--- config.mk ---
export PLATFORM = sky130hd
export DESIGN_NAME = swd_target
export DESIGN_NICKNAME = d
export VERILOG_FILES = /design/src/rtl/swd_target.sv
export SDC_FILE = /design/constraint.sdc
export NUM_CORES = 1
export LEC_CHECK = 0
export ABC_AREA = 1
export CORE_UTILIZATION = 50
export CTS_CLUSTER_DIAMETER = 80
export DETAILED_ROUTE_END_ITERATION = 7
export PLACE_DENSITY = 0.76
export SYNTH_ARGS = -nofsm -noshare
export SYNTH_HDL_FRONTEND = slang
export SYNTH_SLANG_ARGS = --single-unit
--- constraint.sdc ---
create_clock -name clk -period 1.7 [get_ports clk]
set_clock_uncertainty 0.05 [all_clocks]
set_input_delay 0.255 -clock clk [delete_from_list [all_inputs] [get_ports clk]]
set_output_delay 0.255 -clock clk [all_outputs]
set_load 0.005 [all_outputs]
--- src/rtl/swd_target.sv ---
// swd_target: target-side SWD responder. Oversamples swclk/swdio on clk, decodes request headers,
// returns ACK/read data/parity and captures write data. Line reset detection when SWDT_LINERESET_EN is defined.
module swd_target #(
  parameter int TURN = 1,
  parameter int SYNC = 2
) (
  input  logic        clk,
  input  logic        rst,
  input  logic        swclk_in,
  input  logic        swdi,
  output logic        swdo,
  output logic        swdoe,
  output logic        req_valid,
  output logic        req_apndp,
  output logic        req_rnw,
  output logic [1:0]  req_addr32,
  input  logic        resp_valid,
  input  logic [2:0]  resp_ack,
  input  logic [31:0] resp_rdata,
  output logic        wr_valid,
  output logic [31:0] wr_data,
  output logic        wr_perr,
  output logic        line_reset,
  output logic        idle
);

  typedef enum logic [2:0] {
    ST_IDLE, ST_HDR, ST_TRN1, ST_ACK, ST_RDATA, ST_TRN2, ST_WDATA
  } state_t;

  localparam logic [5:0] L_TURN     = 6'(TURN);
  localparam logic [5:0] L_TURN_M1  = 6'(TURN - 1);
  localparam logic [2:0] L_ACK_OK   = 3'b001;
  localparam logic [2:0] L_ACK_WAIT = 3'b010;

  function automatic logic f_par32(input logic [31:0] d);
    return ^d;
  endfunction

  function automatic logic f_par4(input logic [3:0] d);
    return ^d;
  endfunction

  logic [SYNC-1:0] r_sclk_sync, r_sdi_sync;
  logic            r_sclk_d;
  logic            w_sclk, w_sdi, w_rise, w_fall;

  state_t      r_state, w_state_nxt;
  logic [5:0]  r_cnt, w_cnt_nxt;
  logic [5:0]  r_hdr, w_hdr_nxt;
  logic        r_wpar, w_wpar_nxt;
  logic [2:0]  r_ack, w_ack_nxt, w_ack_sel;
  logic [31:0] r_rdata, w_rdata_nxt;
  logic [31:0] r_wshift, w_wshift_nxt;
  logic        r_swdo, w_swdo_nxt;
  logic        r_swdoe, w_swdoe_nxt;
  logic        r_req_valid, w_req_valid_nxt;
  logic        r_req_apndp, w_req_apndp_nxt;
  logic        r_req_rnw, w_req_rnw_nxt;
  logic [1:0]  r_req_addr, w_req_addr_nxt;
  logic        r_wr_valid, w_wr_valid_nxt;
  logic [31:0] r_wr_data, w_wr_data_nxt;
  logic        r_wr_perr, w_wr_perr_nxt;
  logic        r_line_reset, w_line_reset_nxt;
  logic        r_idle, w_idle_nxt;
  logic        w_wr_ok;
  logic        w_lr_fire, w_lr_hold;

  // Pin synchronisers plus the previous swclk level for edge detection
  always_ff @(posedge clk) begin
    if (rst) begin
      r_sclk_sync <= '0;
      r_sdi_sync  <= '0;
      r_sclk_d    <= 1'b0;
    end else begin
      r_sclk_sync <= {r_sclk_sync[SYNC-2:0], swclk_in};
      r_sdi_sync  <= {r_sdi_sync[SYNC-2:0], swdi};
      r_sclk_d    <= r_sclk_sync[SYNC-1];
    end
  end

  assign w_sclk = r_sclk_sync[SYNC-1];
  assign w_sdi  = r_sdi_sync[SYNC-1];
  assign w_rise = w_sclk & ~r_sclk_d;
  assign w_fall = ~w_sclk & r_sclk_d;

`ifdef SWDT_LINERESET_EN
  logic [5:0] r_lr_cnt, w_lr_cnt_nxt;
  logic       w_lr_zone;

  // Consecutive-ones counter; the target only listens in IDLE/HDR, so only those rises count
  always_comb begin
    w_lr_zone    = (r_state == ST_IDLE) || (r_state == ST_HDR);
    w_lr_cnt_nxt = r_lr_cnt;
    w_lr_fire    = 1'b0;
    if (w_rise && !w_sdi) begin
      w_lr_cnt_nxt = 6'd0;
    end else if (w_rise && w_lr_zone && (r_lr_cnt != 6'd63)) begin
      w_lr_cnt_nxt = r_lr_cnt + 6'd1;
      w_lr_fire    = (r_lr_cnt == 6'd49);
    end else begin
      w_lr_cnt_nxt = r_lr_cnt;
    end
  end

  // While the line is held in reset, ones are not start bits
  assign w_lr_hold = (r_lr_cnt >= 6'd50);

  // Line reset counter register
  always_ff @(posedge clk) begin
    if (rst) begin
      r_lr_cnt <= 6'd0;
    end else begin
      r_lr_cnt <= w_lr_cnt_nxt;
    end
  end
`else
  assign w_lr_fire = 1'b0;
  assign w_lr_hold = 1'b0;
`endif

  // Next-state and datapath decode; swdi is used on rises, swdo/swdoe change on falls
  always_comb begin
    w_state_nxt      = r_state;
    w_cnt_nxt        = r_cnt;
    w_hdr_nxt        = r_hdr;
    w_wpar_nxt       = r_wpar;
    w_ack_nxt        = r_ack;
    w_rdata_nxt      = r_rdata;
    w_wshift_nxt     = r_wshift;
    w_swdo_nxt       = r_swdo;
    w_swdoe_nxt      = r_swdoe;
    w_req_valid_nxt  = 1'b0;
    w_req_apndp_nxt  = r_req_apndp;
    w_req_rnw_nxt    = r_req_rnw;
    w_req_addr_nxt   = r_req_addr;
    w_wr_valid_nxt   = 1'b0;
    w_wr_data_nxt    = r_wr_data;
    w_wr_perr_nxt    = r_wr_perr;
    w_line_reset_nxt = 1'b0;
    w_ack_sel        = resp_valid ? resp_ack : L_ACK_WAIT;
    w_wr_ok          = (r_ack == L_ACK_OK) && !r_req_rnw;

    case (r_state)
      ST_IDLE: begin
        if (w_rise && w_sdi && !w_lr_hold) begin
          w_state_nxt = ST_HDR;
          w_cnt_nxt   = 6'd1;
          w_hdr_nxt   = 6'd0;
          w_wpar_nxt  = 1'b0;
        end else begin
          w_cnt_nxt = 6'd0;
        end
      end
      // r_hdr collects APnDP..stop; the park bit is judged live on its own rise
      ST_HDR: begin
        if (w_rise && (r_cnt == 6'd7)) begin
          w_cnt_nxt = 6'd0;
          if (!r_hdr[5] && w_sdi && (r_hdr[4] == f_par4(r_hdr[3:0]))) begin
            w_state_nxt     = ST_TRN1;
            w_req_valid_nxt = 1'b1;
            w_req_apndp_nxt = r_hdr[0];
            w_req_rnw_nxt   = r_hdr[1];
            w_req_addr_nxt  = {r_hdr[3], r_hdr[2]};
          end else begin
            w_state_nxt = ST_IDLE;
          end
        end else if (w_rise) begin
          w_hdr_nxt = {w_sdi, r_hdr[5:1]};
          w_cnt_nxt = r_cnt + 6'd1;
        end else begin
          w_hdr_nxt = r_hdr;
        end
      end
      ST_TRN1: begin
        if (w_fall && (r_cnt == L_TURN)) begin
          w_ack_nxt   = w_ack_sel;
          w_rdata_nxt = resp_rdata;
          w_swdoe_nxt = 1'b1;
          w_swdo_nxt  = w_ack_sel[0];
          w_cnt_nxt   = 6'd1;
          w_state_nxt = ST_ACK;
        end else if (w_fall) begin
          w_cnt_nxt = r_cnt + 6'd1;
        end else begin
          w_cnt_nxt = r_cnt;
        end
      end
      ST_ACK: begin
        if (w_fall && (r_cnt < 6'd3)) begin
          w_swdo_nxt = r_ack[r_cnt[1:0]];
          w_cnt_nxt  = r_cnt + 6'd1;
        end else if (w_fall && (r_ack == L_ACK_OK) && r_req_rnw) begin
          w_swdo_nxt  = r_rdata[0];
          w_cnt_nxt   = 6'd1;
          w_state_nxt = ST_RDATA;
        end else if (w_fall) begin
          w_swdoe_nxt = 1'b0;
          w_swdo_nxt  = 1'b1;
          w_cnt_nxt   = 6'd0;
          w_state_nxt = ST_TRN2;
        end else begin
          w_cnt_nxt = r_cnt;
        end
      end
      ST_RDATA: begin
        if (w_fall && (r_cnt < 6'd32)) begin
          w_swdo_nxt = r_rdata[r_cnt[4:0]];
          w_cnt_nxt  = r_cnt + 6'd1;
        end else if (w_fall && (r_cnt == 6'd32)) begin
          w_swdo_nxt = f_par32(r_rdata);
          w_cnt_nxt  = 6'd33;
        end else if (w_fall) begin
          w_swdoe_nxt = 1'b0;
          w_swdo_nxt  = 1'b1;
          w_cnt_nxt   = 6'd0;
          w_state_nxt = ST_TRN2;
        end else begin
          w_cnt_nxt = r_cnt;
        end
      end
      ST_TRN2: begin
        if (w_fall && (r_cnt == L_TURN_M1)) begin
          w_cnt_nxt   = 6'd0;
          w_state_nxt = w_wr_ok ? ST_WDATA : ST_IDLE;
        end else if (w_fall) begin
          w_cnt_nxt = r_cnt + 6'd1;
        end else begin
          w_cnt_nxt = r_cnt;
        end
      end
      // wr_valid fires even on a parity error; the consumer discards such data
      ST_WDATA: begin
        if (w_rise && (r_cnt < 6'd32)) begin
          w_wshift_nxt[r_cnt[4:0]] = w_sdi;
          w_wpar_nxt               = r_wpar ^ w_sdi;
          w_cnt_nxt                = r_cnt + 6'd1;
        end else if (w_rise) begin
          w_wr_valid_nxt = 1'b1;
          w_wr_data_nxt  = r_wshift;
          w_wr_perr_nxt  = r_wpar ^ w_sdi;
          w_cnt_nxt      = 6'd0;
          w_state_nxt    = ST_IDLE;
        end else begin
          w_cnt_nxt = r_cnt;
        end
      end
      default: begin
        w_state_nxt = ST_IDLE;
        w_cnt_nxt   = 6'd0;
        w_swdoe_nxt = 1'b0;
        w_swdo_nxt  = 1'b1;
      end
    endcase

    if (w_lr_fire) begin
      w_state_nxt      = ST_IDLE;
      w_cnt_nxt        = 6'd0;
      w_swdoe_nxt      = 1'b0;
      w_swdo_nxt       = 1'b1;
      w_req_valid_nxt  = 1'b0;
      w_line_reset_nxt = 1'b1;
    end else begin
      w_line_reset_nxt = 1'b0;
    end

    w_idle_nxt = (w_state_nxt == ST_IDLE);
  end

  // State and datapath registers
  always_ff @(posedge clk) begin
    if (rst) begin
      r_state      <= ST_IDLE;
      r_cnt        <= 6'd0;
      r_hdr        <= 6'd0;
      r_wpar       <= 1'b0;
      r_ack        <= 3'd0;
      r_rdata      <= 32'd0;
      r_wshift     <= 32'd0;
      r_swdo       <= 1'b1;
      r_swdoe      <= 1'b0;
      r_req_valid  <= 1'b0;
      r_req_apndp  <= 1'b0;
      r_req_rnw    <= 1'b0;
      r_req_addr   <= 2'd0;
      r_wr_valid   <= 1'b0;
      r_wr_data    <= 32'd0;
      r_wr_perr    <= 1'b0;
      r_line_reset <= 1'b0;
      r_idle       <= 1'b1;
    end else begin
      r_state      <= w_state_nxt;
      r_cnt        <= w_cnt_nxt;
      r_hdr        <= w_hdr_nxt;
      r_wpar       <= w_wpar_nxt;
      r_ack        <= w_ack_nxt;
      r_rdata      <= w_rdata_nxt;
      r_wshift     <= w_wshift_nxt;
      r_swdo       <= w_swdo_nxt;
      r_swdoe      <= w_swdoe_nxt;
      r_req_valid  <= w_req_valid_nxt;
      r_req_apndp  <= w_req_apndp_nxt;
      r_req_rnw    <= w_req_rnw_nxt;
      r_req_addr   <= w_req_addr_nxt;
      r_wr_valid   <= w_wr_valid_nxt;
      r_wr_data    <= w_wr_data_nxt;
      r_wr_perr    <= w_wr_perr_nxt;
      r_line_reset <= w_line_reset_nxt;
      r_idle       <= w_idle_nxt;
    end
  end

  assign swdo       = r_swdo;
  assign swdoe      = r_swdoe;
  assign req_valid  = r_req_valid;
  assign req_apndp  = r_req_apndp;
  assign req_rnw    = r_req_rnw;
  assign req_addr32 = r_req_addr;
  assign wr_valid   = r_wr_valid;
  assign wr_data    = r_wr_data;
  assign wr_perr    = r_wr_perr;
  assign line_reset = r_line_reset;
  assign idle       = r_idle;

endmodule

==> After elaboration in Yosys (flattened, before gate mapping) <==
Index checks and enable logic that the tools add are counted.
W data, S select, Z words.
{ "word_totals": {"reg_bits": 130, "elab_cells": 152} }
{ "op_classes": {"muxes": 59, "n_reduce_logical": 35, "n_addsub": 1, "eq_ne": 22, "magnitude_cmp": 5, "n_bitwise": 10} }
{ "op_table": {"columns": ["operator", "n"], "rows": [
  ["$mux W6", 15],
  ["$pmux W6 S7", 1],
  ["$mux W3", 13],
  ["$bwmux W32", 1],
  ["$reduce_xor A32 Y1", 1],
  ["$pmux W3 S7", 1],
  ["$mux W1", 20],
  ["$ne A2 B2 Y1 const B", 9],
  ["$logic_and A1 B1 Y1", 14],
  ["$pmux W6 S2", 1],
  ["$eq A3 B3 Y1 const B", 3],
  ["$reduce_and A3 Y1", 3],
  ["$pmux W1 S4", 2],
  ["$reduce_and A2 Y1", 4],
  ["$not A1 Y1", 7],
  ["$add A6 B1 Y6 const B", 1],
  ["$eq A3 B1 Y1 const B", 2],
  ["$eq A3 B2 Y1 const B", 2],
  ["$eq A6 B1 Y1 const B", 1],
  ["$eq A6 B3 Y1 const B", 1],
  ["$eq A6 B6 Y1 const B", 1],
  ["$logic_not A3 Y1", 2],
  ["$logic_not A6 Y1", 1],
  ["$lt A5 B6 Y1 const B", 1],
  ["other kinds (20)", 25]
]} }

==> Depth between registers and ports, before layout <==
Gate-level depths: netlist of run 1.
{ "logic_depth": {"depth_word": 8, "mapped_depth": 16, "depth_no_buf": 16} }

==> Least setup slack after synthesis of run 1 <==
OpenSTA, ideal clock, no wires.
{ "synth_timing": {"kind": "reg2reg", "start": "register r_cnt[0]", "end": "register r_cnt[1]", "path_slack_ps": -133, "setup_time_ps": 70, "period_less_slack_ps": 1833, "arrival_ps": 1712, "stages_incl_launch_ff": 15, "path_buffers": 1, "cell_sequence": "dfxtp_1 -> clkbuf_1 -> inv_2 -> ha_1 -> inv_1 -> nor2_1 -> nand2_1 -> nand2_1 -> nand2_1 -> a21oi_1 -> nand2_1 -> nand2_1 -> o21ai_0 -> nand2_1 -> a21oi_1"} }
{ "synth_between": {"elab_chain_len": 5} }
{ "synth_rtl": {"columns": ["element", "line", "rtl"], "rows": [
  ["from (decl)", "49", "logic [5:0] r_cnt, w_cnt_nxt;"],
  ["from (signal assigned)", "293", "r_cnt <= w_cnt_nxt;"],
  ["branches (longest 5 deep; another with $add A6 B1 Y6)", null, null]
]} }
Parallel ways; which one is timed is not known. The select of a mux whose other input is x is not followed.
A chain may end at the register's enable or synchronous reset.

==> Final worst setup path of run 1 <==
{ "layout_timing": {"start": "register r_cnt[0]", "end": "register r_state[1]"} }
{ "layout_between": {"elab_chain_len": 5} }
{ "layout_rtl": {"columns": ["element", "line", "rtl"], "rows": [
  ["branches (longest 4 deep; another with $lt A6 B6 Y1)", null, null],
  ["$pmux W3 S7 *", "144", "case (r_state)"],
  ["to (signal assigned)", "292", "r_state <= w_state_nxt;"],
  ["to (decl)", "48", "state_t r_state, w_state_nxt;"]
]} }
Every way passes the cells marked *.

==> metrics, run 1 <==
Final ANT Viol Nets 0; syn avg cell area 6.544 um^2; Unique masters post-synth 40; initial antenna violation count 0; Reg2Reg Depth 11; Hold WC Path Type in -> reg; root buf cell clkbuf_16; Post-synth ARST share 0; yosys warns 0; Post-DP HPWL 12280 um; Sink Count 130; Gate Count Post-Synth 989; CTS tree yes; tightest hold margin 0.2910 ns; Area Growth Syn to Fin 44.02%; sequential share of the synthesized area 0.4021; EDFF count, synth 0; area occupied by multi-input gates 3685 um^2; largest net degree at the start of global routing 63; row count 41; critical path required time 1.97 ns; simple logic cell fraction of the synthesized area 0.2803; DR WL/cell 13.66 um; Mapped Area 6472 um^2; Peak VDD IR 0.0004580 V; total CTS buffers 17; complex-gate fraction of the synthesized area 0.2084; Cells on Worst Hold Path 3; total number of vias 7000; Hold EP r_sclk_sync[0]; FMAX 557.8 MHz; combinational family with the most area after synthesis simple AND/OR/NAND/NOR gates; Hold Startpoint swclk_in; Core Area 12620 um^2; Die Y 115.8 um; DRC viols 0; Max-Cap Viols 0; Die Width 115.8 um; failing checks setup timing; status finished with violations; ANT cells 0; Ports 83; Post-Synth XOR/XNOR Area 0.01218; post-synthesis mux area share 0; FF+latch count, synth 130; Final #Nets 1207; critical path class reg -> reg; final WL 18410 um; RR Endpoint r_state[1]; critical path arrival 2.07 ns; most common cell after layout, fill and taps aside nand2_1; crit end category flop; GRT Residual Overflow 0; DR vias/cell 5.197; Adder-Cell Fraction of Synth Area 0.009666; setup slack at placement -0.1918 ns; fin. max-slew vios 0; setup ws final -0.09265 ns; Fill cells 987; fin crit period 1.793 ns; R2R Path Start r_cnt[0]; reg2reg setup slack -0.09 ns; clock-pin slew on the worst setup and hold paths 0.06 ns; die area 13400 um^2; RSZ-0062 raised after global routing yes; GPL Wtd Cong 0.9059; Worst Setup Start Kind flop; final period utilization 1.055; Fin. Hold Viols 0; clock buffer depth 2; CTS H-tree lvls 4; placed cell areas 8055 um^2; initial core utilization 0.5129; FF/Latch Area 2625 um^2; GR Util All Layers 0.2755; vias in the first global route 6042; layout cells sized above 1 0.2153; Power Dens Cells 743.5 nW/um^2; Clk Latency, worst-skew pair 0.42 ns; Pre-antenna DRT Iters 5; Design Area, Final 9321 um^2; most frequent cells in the layout 265 x nand2_1, 120 x dfxtp_1, 106 x o21ai_0, 96 x a21oi_1, 94 x nor2_1; commonest register cell after synthesis dfxtp_1; Crit Path Max Fanout 5; IO Port Bufs 81; endpoints failing setup 8; P_leak 3.930 nW; first-pass GRT wire length 28840 um; Syn Nets 1034; DRT iter0 DRCs 614
-- critical path, stage by stage, from the launching register on --
cell and delay, ns:
dfxtp_4 0.37, ha_2 0.27, inv_1 0.09, nand3_1 0.09
nand2_1 0.07, nand2_1 0.16, buf_4 0.13, inv_1 0.03
nor3_1 0.20, nand3_1 0.14, nand2_1 0.08, inv_1 0.03
-- how the worst max path moves through the flow --
stage | startpoint | endpoint | slack, ns | cells after the start
6_report | r_cnt[0] | r_state[1] | -0.09 | 11
5_1_grt | r_cnt[0] | r_state[1] | -0.22 | 11
4_1_cts | r_cnt[0] | idle | -0.11 | 12
3_5_place_dp | r_cnt[0] | req_addr32[1] | -0.19 | 8
3_3_place_gp | r_cnt[0] | idle | -0.09 | 12
2_1_floorplan | r_cnt[1] | r_cnt[0] | 0.02 | 10
-- layer usage --
metal	GRT usage	share of wire	vias up
met4	0.1111	0.022	0
met3	0.05753	0.060	33
met2	0.4508	0.48	239
met1	0.3542	0.43	3167
met5	0	0	-
li1	-	-	3561
-- power breakdown --
part           switching [mW]  internal (mW)
Clock                    1.43           2.17
Sequential            0.00723           3.05
Combinational           0.132          0.144
-- state kept, by name, summed over array words and instances, names as in the netlist, 2 cells and up --
signal and cells:
wr_data 32, r_sdi_sync 2, r_hdr 6, req_addr32 2, r_state 3, r_sclk_sync 2, r_cnt 6, r_ack 3
r_wshift 32, r_rdata 32
-- synthesized netlist by cell type (3+ instances only) --
| cell | number | area [um^2] |
|---|---|---|
| nand2_1 | 273 | 1025 |
| dfxtp_1 | 130 | 2603 |
| o21ai_0 | 122 | 610.6 |
| nor2_1 | 119 | 446.7 |
| a21oi_1 | 103 | 515.5 |
| inv_1 | 95 | 356.6 |
| nand3_1 | 24 | 120.1 |
| clkbuf_1 | 23 | 86.33 |
| nor3_1 | 11 | 55.05 |
| buf_2 | 10 | 50.05 |
| a31oi_1 | 8 | 50.05 |
| inv_2 | 8 | 30.03 |
| a311oi_1 | 5 | 43.79 |
| ha_1 | 5 | 62.56 |
| o21ai_1 | 5 | 25.02 |
| xnor2_1 | 5 | 43.79 |
| nand2_2 | 4 | 25.02 |
| xor2_1 | 4 | 35.03 |
| buf_1 | 3 | 11.26 |
| o31ai_1 | 3 | 22.52 |
-- cell families (layout without fill, tap and decap cells) --
kind of cell | after synthesis | after routing
DFF | 130 | 130
other | 1 | 1
and+or+nand+nor | 444 | 444
buffers and inverters | 144 | 330
adders and majority gates | 5 | 5
AOI/OAI and AO/OA | 256 | 256
xor gates and xnor gates | 9 | 9
-- stage by stage --
| step | utilization | TNS, ns | total power, mW | cells |
|---|---|---|---|---|
| floorplan | - | 0 | 3.232 | 989 |
| global placement | 0.6383 | -0.8459 | 3.380 | 1290 |
| detailed placement | 0.6383 | -2.284 | 3.382 | 1290 |
| CTS | 0.7008 | -0.2729 | 6.963 | 1332 |
| global route | 0.7386 | -2.684 | 7.143 | 1347 |
| finish | 0.7386 | -0.3422 | 6.931 | 1347 |
-- timing repair --
| action | in CTS | in global routing |
|---|---|---|
| hold buffers | 0 | 0 |
| endpoints found under the setup margin | 65 | 79 |
| setup buffers | 9 | 16 |
| gates cloned | 1 | 0 |
| gates resized for setup | 43 | 118 |
| pin swaps | 8 | 32 |
-- final cells by class --
type,count,area share
tap,172,0.02309
clock buffer,17,0.04564
timing repair buffer,191,0.1889
sequential,130,0.2816
timing repair inverter,1,0.0005369
clock inverter,15,0.01691
inverter,106,0.04805
multi-input combinational,715,0.3953
(Power assumes the default switching activity.)
==> run 2: changes to the inputs <==
--- a/config.mk
+++ b/config.mk
@@ -5,11 +5,12 @@
 export SDC_FILE = /design/constraint.sdc
 export NUM_CORES = 1
 export LEC_CHECK = 0
-export ABC_AREA = 1
+export CAP_MARGIN = 0
 export CORE_UTILIZATION = 50
 export CTS_CLUSTER_DIAMETER = 80
 export DETAILED_ROUTE_END_ITERATION = 7
-export PLACE_DENSITY = 0.76
+export GPL_TIMING_DRIVEN = 0
+export PLACE_DENSITY = 0.77
 export SYNTH_ARGS = -nofsm -noshare
 export SYNTH_HDL_FRONTEND = slang
 export SYNTH_SLANG_ARGS = --single-unit
==> run 2 against run 1 <==
Effect of this change: the flow still finishes with violations (setup timing); non-clock buffer count down 29; fmax down 27%; utilization down 4.4 points; clock power down 6.7%; die area down 4.7%; synthesized cell count down 20%; hold slack better by 0.040 ns; area after synthesis down 4.8%; via count down 14%; power down 3.9%; combinational power down 13%.
==> metrics, run 2 <==
Crit Path Max Fanout 3 (-2); Final #Nets 960 (-20%); layout cells sized above 1 0.1650 (-0.05027); Unique masters post-synth 68 (+70%); DR vias/cell 5.625 (+8.2%); Sink Count 130 (unchanged); Hold WC Path Type in -> reg; FMAX 407.1 MHz (-27%); Design Area, Final 8343 um^2 (-10%); Area contributors post-synth dfxtp_1 42%, nand2_1 13%, a21oi_1 9.5%, xnor2_1 4.7%, nand3_1 3.8%; Post-synth ARST share 0 (unchanged); final period utilization 1.445 (+0.3906); IO Port Bufs 81 (unchanged); GPL Wtd Cong 0.9450 (+4.3%); most common cell after layout, fill and taps aside nand2_1; Fin. Hold Viols 0 (unchanged); fin. max-slew vios 0 (unchanged); vias in the first global route 5627 (-6.9%); placed cell areas 7346 um^2 (-8.8%); most frequent cells in the layout 210 x nand2_1, 123 x dfxtp_1, 116 x a21oi_1, 81 x clkdlybuf4s50_1, 45 x nand3_1; total CTS buffers 17 (unchanged); Die Y 113.0 um (-2.4%); yosys warns 0 (unchanged); Synth top area share 0.4223 (+0.02025); Post-DP HPWL 11420 um (-7.0%); Die Width 113.0 um (-2.4%); Final ANT Viol Nets 0 (unchanged); Syn Nets 841 (-19%); Non-Filler Instances 1074 (-20%); Max-Cap Viols 0 (unchanged); row count 40 (-2.4%); root buf cell clkbuf_16; CTS H-tree lvls 4 (unchanged); Top Family by Delay on Critical Path compound AO/OA/AOI/OAI gates; largest net degree at the start of global routing 17 (-73%); critical path arrival 2.71 ns (+0.64 ns); GR Util All Layers 0.2714 (-0.004005); die area 12770 um^2 (-4.7%); post-placement cell count 1024 (-21%); crit path buf inv count 4 (unchanged); P_leak 2.797 nW (-29%); Max-slew headroom 0.5949; Max stage delay on crit path 0.49 ns (+0.12 ns); status finished with violations; met2 wire length 7882 um (-12%); endpoints failing setup 122 (+114); critical path class reg -> reg; syn avg cell area 7.741 um^2 (+18%); setup slack at placement -0.9377 ns (-0.7459 ns); DRT iter0 DRCs 602 (-2.0%); highest metal used met4; Core Area 12010 um^2 (-4.8%); Critical Path Slowest Stage Cell or4b_4; Final Util 0.6946 (-0.04407); RSZ-0062 raised after global routing yes; FF+latch count, synth 130 (unchanged); ANT cells 0 (unchanged); setup ws final -0.7567 ns (-0.6640 ns); Tightest Pin Transition 0.6076 ns; count leader, synth nand2_1; crit path from r_cnt[0]; R2R Path Start r_cnt[0]; clock buffer depth 2 (unchanged); Peak VDD IR 0.0005844 V (+28%); failing checks setup timing; DRC viols 0 (unchanged); crit end category flop; initial antenna violation count 0 (unchanged); total number of vias 6041 (-14%); Worst Setup Start Kind flop; most frequent cells after synthesis 211 x nand2_1, 130 x dfxtp_1, 117 x a21oi_1; fin crit period 2.457 ns (+0.6640 ns); Hold Startpoint resp_rdata[1]; sequential share of the synthesized area 0.4223 (+0.02025); Area Growth Syn to Fin 35.39%; first-pass GRT wire length 27600 um (-4.3%); Power Dens Cells 798.7 nW/um^2 (+7.4%); DRT met1 WL 7503 um (-6.0%); DR WL/cell 15.68 um (+15%); worst path cell trace buf_8 -> clkbuf_16 -> clkinv_8 -> ha_4 -> or4b_4 -> o31ai_4 -> buf_4 -> o221ai_4 -> a21boi_2 -> nor2_1 -> a22o_1; clock-pin slew on the worst setup and hold paths 0.06 ns (about the same); critical path required time 1.96 ns (about the same); Ports 83 (unchanged); Yosys top cell by area dfxtp_1; Pre-antenna DRT Iters 6 (+1); CTS tree yes; Gate Count Post-Synth 796 (-20%); initial core utilization 0.5130 (about the same); Mapped Area 6162 um^2 (-4.8%); metal3 WL 983 um (-11%); EDFF count, synth 0 (unchanged); Clk Latency, worst-skew pair 0.42 ns (about the same); final WL 16840 um (-8.5%); commonest register cell after synthesis dfxtp_1; GRT Residual Overflow 0 (unchanged)
run 2: layout make-up:
cell class | instances | area, um^2
plain buffers | 56 | 389.1
clock buffers | 22 | 454.2
clock inverters | 9 | 82.58
fillers | 996 | 3669
inverters | 7 | 42.54
multi-input cells | 597 | 3563
flip-flops and latches | 130 | 2616
well taps | 147 | 183.9
repair buffers | 106 | 1011
run 2: power breakdown:
part	internal [mW]	switching (mW)	leakage, nW
logic	0.118	0.123	1.49
registers	3.05	0.00632	1.05
clock network	2.03	1.33	0.260
run 2: kinds of logic after synthesis:
family | after synthesis | synth area share
XOR/XNOR | 38 | 0.05401
adder cells (fa/ha/maj) | 5 | 0.01015
other | 1 | 0.0006086
AO/OA/AOI/OAI | 179 | 0.1718
flip-flops | 130 | 0.4223
multiplexers | 21 | 0.03411
buffers and inverters | 69 | 0.04467
AND/OR/NAND/NOR | 353 | 0.2623
run 2: worst min-delay path, delay by kind of cell:
| kind | cells | cell delay, ns |
|---|---|---|
| buffers and inverters | 1 | 0.39 |
| AND/OR/NAND/NOR | 1 | 0.05 |
| AO/OA/AOI/OAI | 1 | 0.05 |
run 2: metal layers:
layer / global-route usage / vias up
met5: 0 / -
met4: 0.1096 / 0
met1: 0.3504 / 2784
met3: 0.05945 / 50
met2: 0.4413 / 246
li1: - / 2961
run 2: final timing paths:
check           endpoint  slack [ns]  depth (start not counted)
min           r_rdata[1]        0.33                          3
max reg2reg     r_cnt[1]       -0.76                         11
min reg2reg  wr_data[23]        0.40                          2
max             r_cnt[1]       -0.76                         11
run 2: timing repair:
| item | in CTS | in global routing |
|---|---|---|
| setup buffers | 22 | 3 |
| hold buffers | 0 | 0 |
| pin swaps | 16 | 1 |
| resized for setup | 76 | 14 |
| endpoints found under the setup margin | 126 | 127 |
run 2: metrics by stage:
stage / setup TNS, ns / hold WS (ns) / total power [mW]
3_5_place_dp: -79.79 / 0.3931 / 3.346
6_report: -20.24 / 0.3311 / 6.663
2_1_floorplan: -6.265 / 0.3332 / 3.215
3_3_place_gp: -80.26 / 0.3691 / 3.346
5_1_grt: -30.83 / 0.3502 / 6.822
4_1_cts: -16.80 / 0.3259 / 6.675
==> run 3: changes to the inputs <==
--- a/config.mk
+++ b/config.mk
@@ -6,11 +6,13 @@
 export NUM_CORES = 1
 export LEC_CHECK = 0
 export CAP_MARGIN = 0
+export CORE_ASPECT_RATIO = 0.75
 export CORE_UTILIZATION = 50
 export CTS_CLUSTER_DIAMETER = 80
 export DETAILED_ROUTE_END_ITERATION = 7
 export GPL_TIMING_DRIVEN = 0
 export PLACE_DENSITY = 0.77
+export SLEW_MARGIN = 10
 export SYNTH_ARGS = -nofsm -noshare
 export SYNTH_HDL_FRONTEND = slang
 export SYNTH_SLANG_ARGS = --single-unit
==> run 3 against run 2 <==
Effect of this change: the run still ends with setup timing left; first-iteration DRC count fell by 3.2%; setup slack gained 0.026 ns; hold slack worse by 0.0072 ns; utilization is 12 points higher.
==> metrics, run 3 (synthesis gave the netlist of run 2 again) <==
status finished with violations; failing checks setup timing; ANT cells 0 (unchanged); Fin. Hold Viols 0 (unchanged); Non-Filler Instances 1124 (+4.7%); total CTS buffers 17 (unchanged); final period utilization 1.430 (-0.01511); DRT iter0 DRCs 583 (-3.2%); most frequent cells in the layout 160 x nand2_1, 119 x dfxtp_1, 81 x clkdlybuf4s50_1, 78 x a21oi_1, 45 x nand2_2; Die Y 98.14 um (-13%); most common cell after layout, fill and taps aside nand2_1; Hold WC Path Type in -> reg; root buf cell clkbuf_16; GPL Wtd Cong 0.9037 (-4.4%); crit end category flop; die area 12780 um^2 (about the same); Final ANT Viol Nets 0 (unchanged); DR WL/cell 20.29 um (+29%); Max-Cap Viols 0 (unchanged); initial core utilization 0.5229 (+0.009914); critical path class reg -> reg; total number of vias 6877 (+14%); Hold Startpoint resp_rdata[8]; layout cells sized above 1 0.3337 (+0.1686); critical path required time 1.93 ns (-0.03 ns); RSZ-0062 raised after global routing yes; largest net degree at the start of global routing 17 (unchanged); row count 34 (-15%); Crit Path Max Fanout 3 (unchanged); Pre-antenna DRT Iters 5 (-1); CTS H-tree lvls 4 (unchanged); setup ws final -0.7310 ns (+0.02569 ns); reg2reg setup slack -0.73 ns (+0.03 ns); RR Endpoint r_cnt[5]; Area Growth Syn to Fin 55.57%; Core Area 11780 um^2 (-1.9%); GR Util All Layers 0.3226 (+0.05112); P_leak 3.237 nW (+16%); Sink Count 130 (unchanged); Reg2Reg Depth 10 (-1); clock buffer depth 2 (unchanged); Post-DP HPWL 12900 um (+13%); fin crit period 2.431 ns (-0.02569 ns); Die Width 130.2 um (+15%); endpoints failing setup 97 (-20%); Cells on Worst Hold Path 3 (unchanged); Power Dens Cells 761.4 nW/um^2 (-4.7%); fin. max-slew vios 0 (unchanged); critical path arrival 2.66 ns (-0.05 ns); Tightest Pin Transition 0.8419 ns (+0.2343 ns); post-placement cell count 1039 (+1.5%); Final #Nets 994 (+3.5%); Hold EP r_rdata[8]; Ports 83 (unchanged); tightest hold margin 0.3239 ns (-0.007191 ns); CTS tree yes; PnR Total Power 7.300 mW (+9.5%); vias in the first global route 6357 (+13%); R2R Path Start r_cnt[0]; Peak VDD IR 0.0007680 V (+31%); Worst Setup Start Kind flop; first-pass GRT wire length 31780 um (+15%); GRT Residual Overflow 0 (unchanged); initial antenna violation count 0 (unchanged); DRC viols 0 (unchanged); FMAX 411.4 MHz (+1.1%); IO Port Bufs 81 (unchanged); Max-slew headroom 0.4308 (-0.1641); clock-pin slew on the worst setup and hold paths 0.07 ns (about the same); # hold bufs at CTS 0 (unchanged); Clk Latency, worst-skew pair 0.43 ns (about the same); final WL 22810 um (+35%); DR vias/cell 6.118 (+8.8%)
[run 3: layout make-up]
cell class                 instances  area (um^2)
sequential                       130         2621
multi-input combinational        598         4125
buffer                            54        491.7
timing repair buffer             141         1469
clock buffer                      18        439.2
tap                              162        202.7
inverter                           7        42.54
fill                             688         2197
clock inverter                    14        195.2
[run 3: worst max-delay path by stage]
| stage | end | depth (start not counted) | slack [ns] | start |
|---|---|---|---|---|
| after floorplan | r_cnt[2] | 10 | -0.63 | r_cnt[0] |
| after global placement | r_cnt[5] | 10 | -1.03 | r_cnt[0] |
| after detailed placement | r_cnt[5] | 10 | -0.97 | r_cnt[0] |
| after CTS | r_cnt[5] | 10 | -0.77 | r_cnt[0] |
| after global routing | r_cnt[2] | 10 | -0.79 | r_cnt[0] |
| final | r_cnt[5] | 10 | -0.73 | r_cnt[0] |
[run 3: where the power goes]
group	total, mW	switching [mW]	internal (mW)
Sequential	3.05	0.00519	3.05
Clock	3.98	1.58	2.40
Combinational	0.270	0.145	0.124
[run 3: critical path, stage by stage (launching register included)]
cell	delay, ns
dfxtp_4	0.36
buf_8	0.12
clkbuf_16	0.15
clkinv_8	0.04
ha_4	0.11
or4b_4	0.49
o31ai_4	0.26
o21a_2	0.24
o21ai_2	0.08
a221oi_2	0.26
o32ai_1	0.11
[run 3: through the flow]
stage | worst slack, ns | util | area, um^2 | TNS [ns]
after CTS | -0.7665 | 0.7450 | 8778 | -19.40
after global placement | -1.025 | 0.6250 | 7365 | -81.22
final | -0.7310 | 0.8135 | 9587 | -23.42
after floorplan | -0.6260 | - | 6351 | -6.265
after global routing | -0.7893 | 0.8135 | 9587 | -29.28
after detailed placement | -0.9666 | 0.6250 | 7365 | -83.23
[run 3: layer usage]
metal / GRT usage / wire length (um)
met5: 0 / 0
met4: 0.09750 / 825
met3: 0.06904 / 2268
met2: 0.5266 / 10780
met1: 0.4252 / 8931
[run 3: what timing repair did]
item,4_1_cts,5_1_grt
pin swaps,38,58
setup buffers,34,17
resized for setup,134,180
endpoints found under the setup margin,126,126
gates cloned,6,5
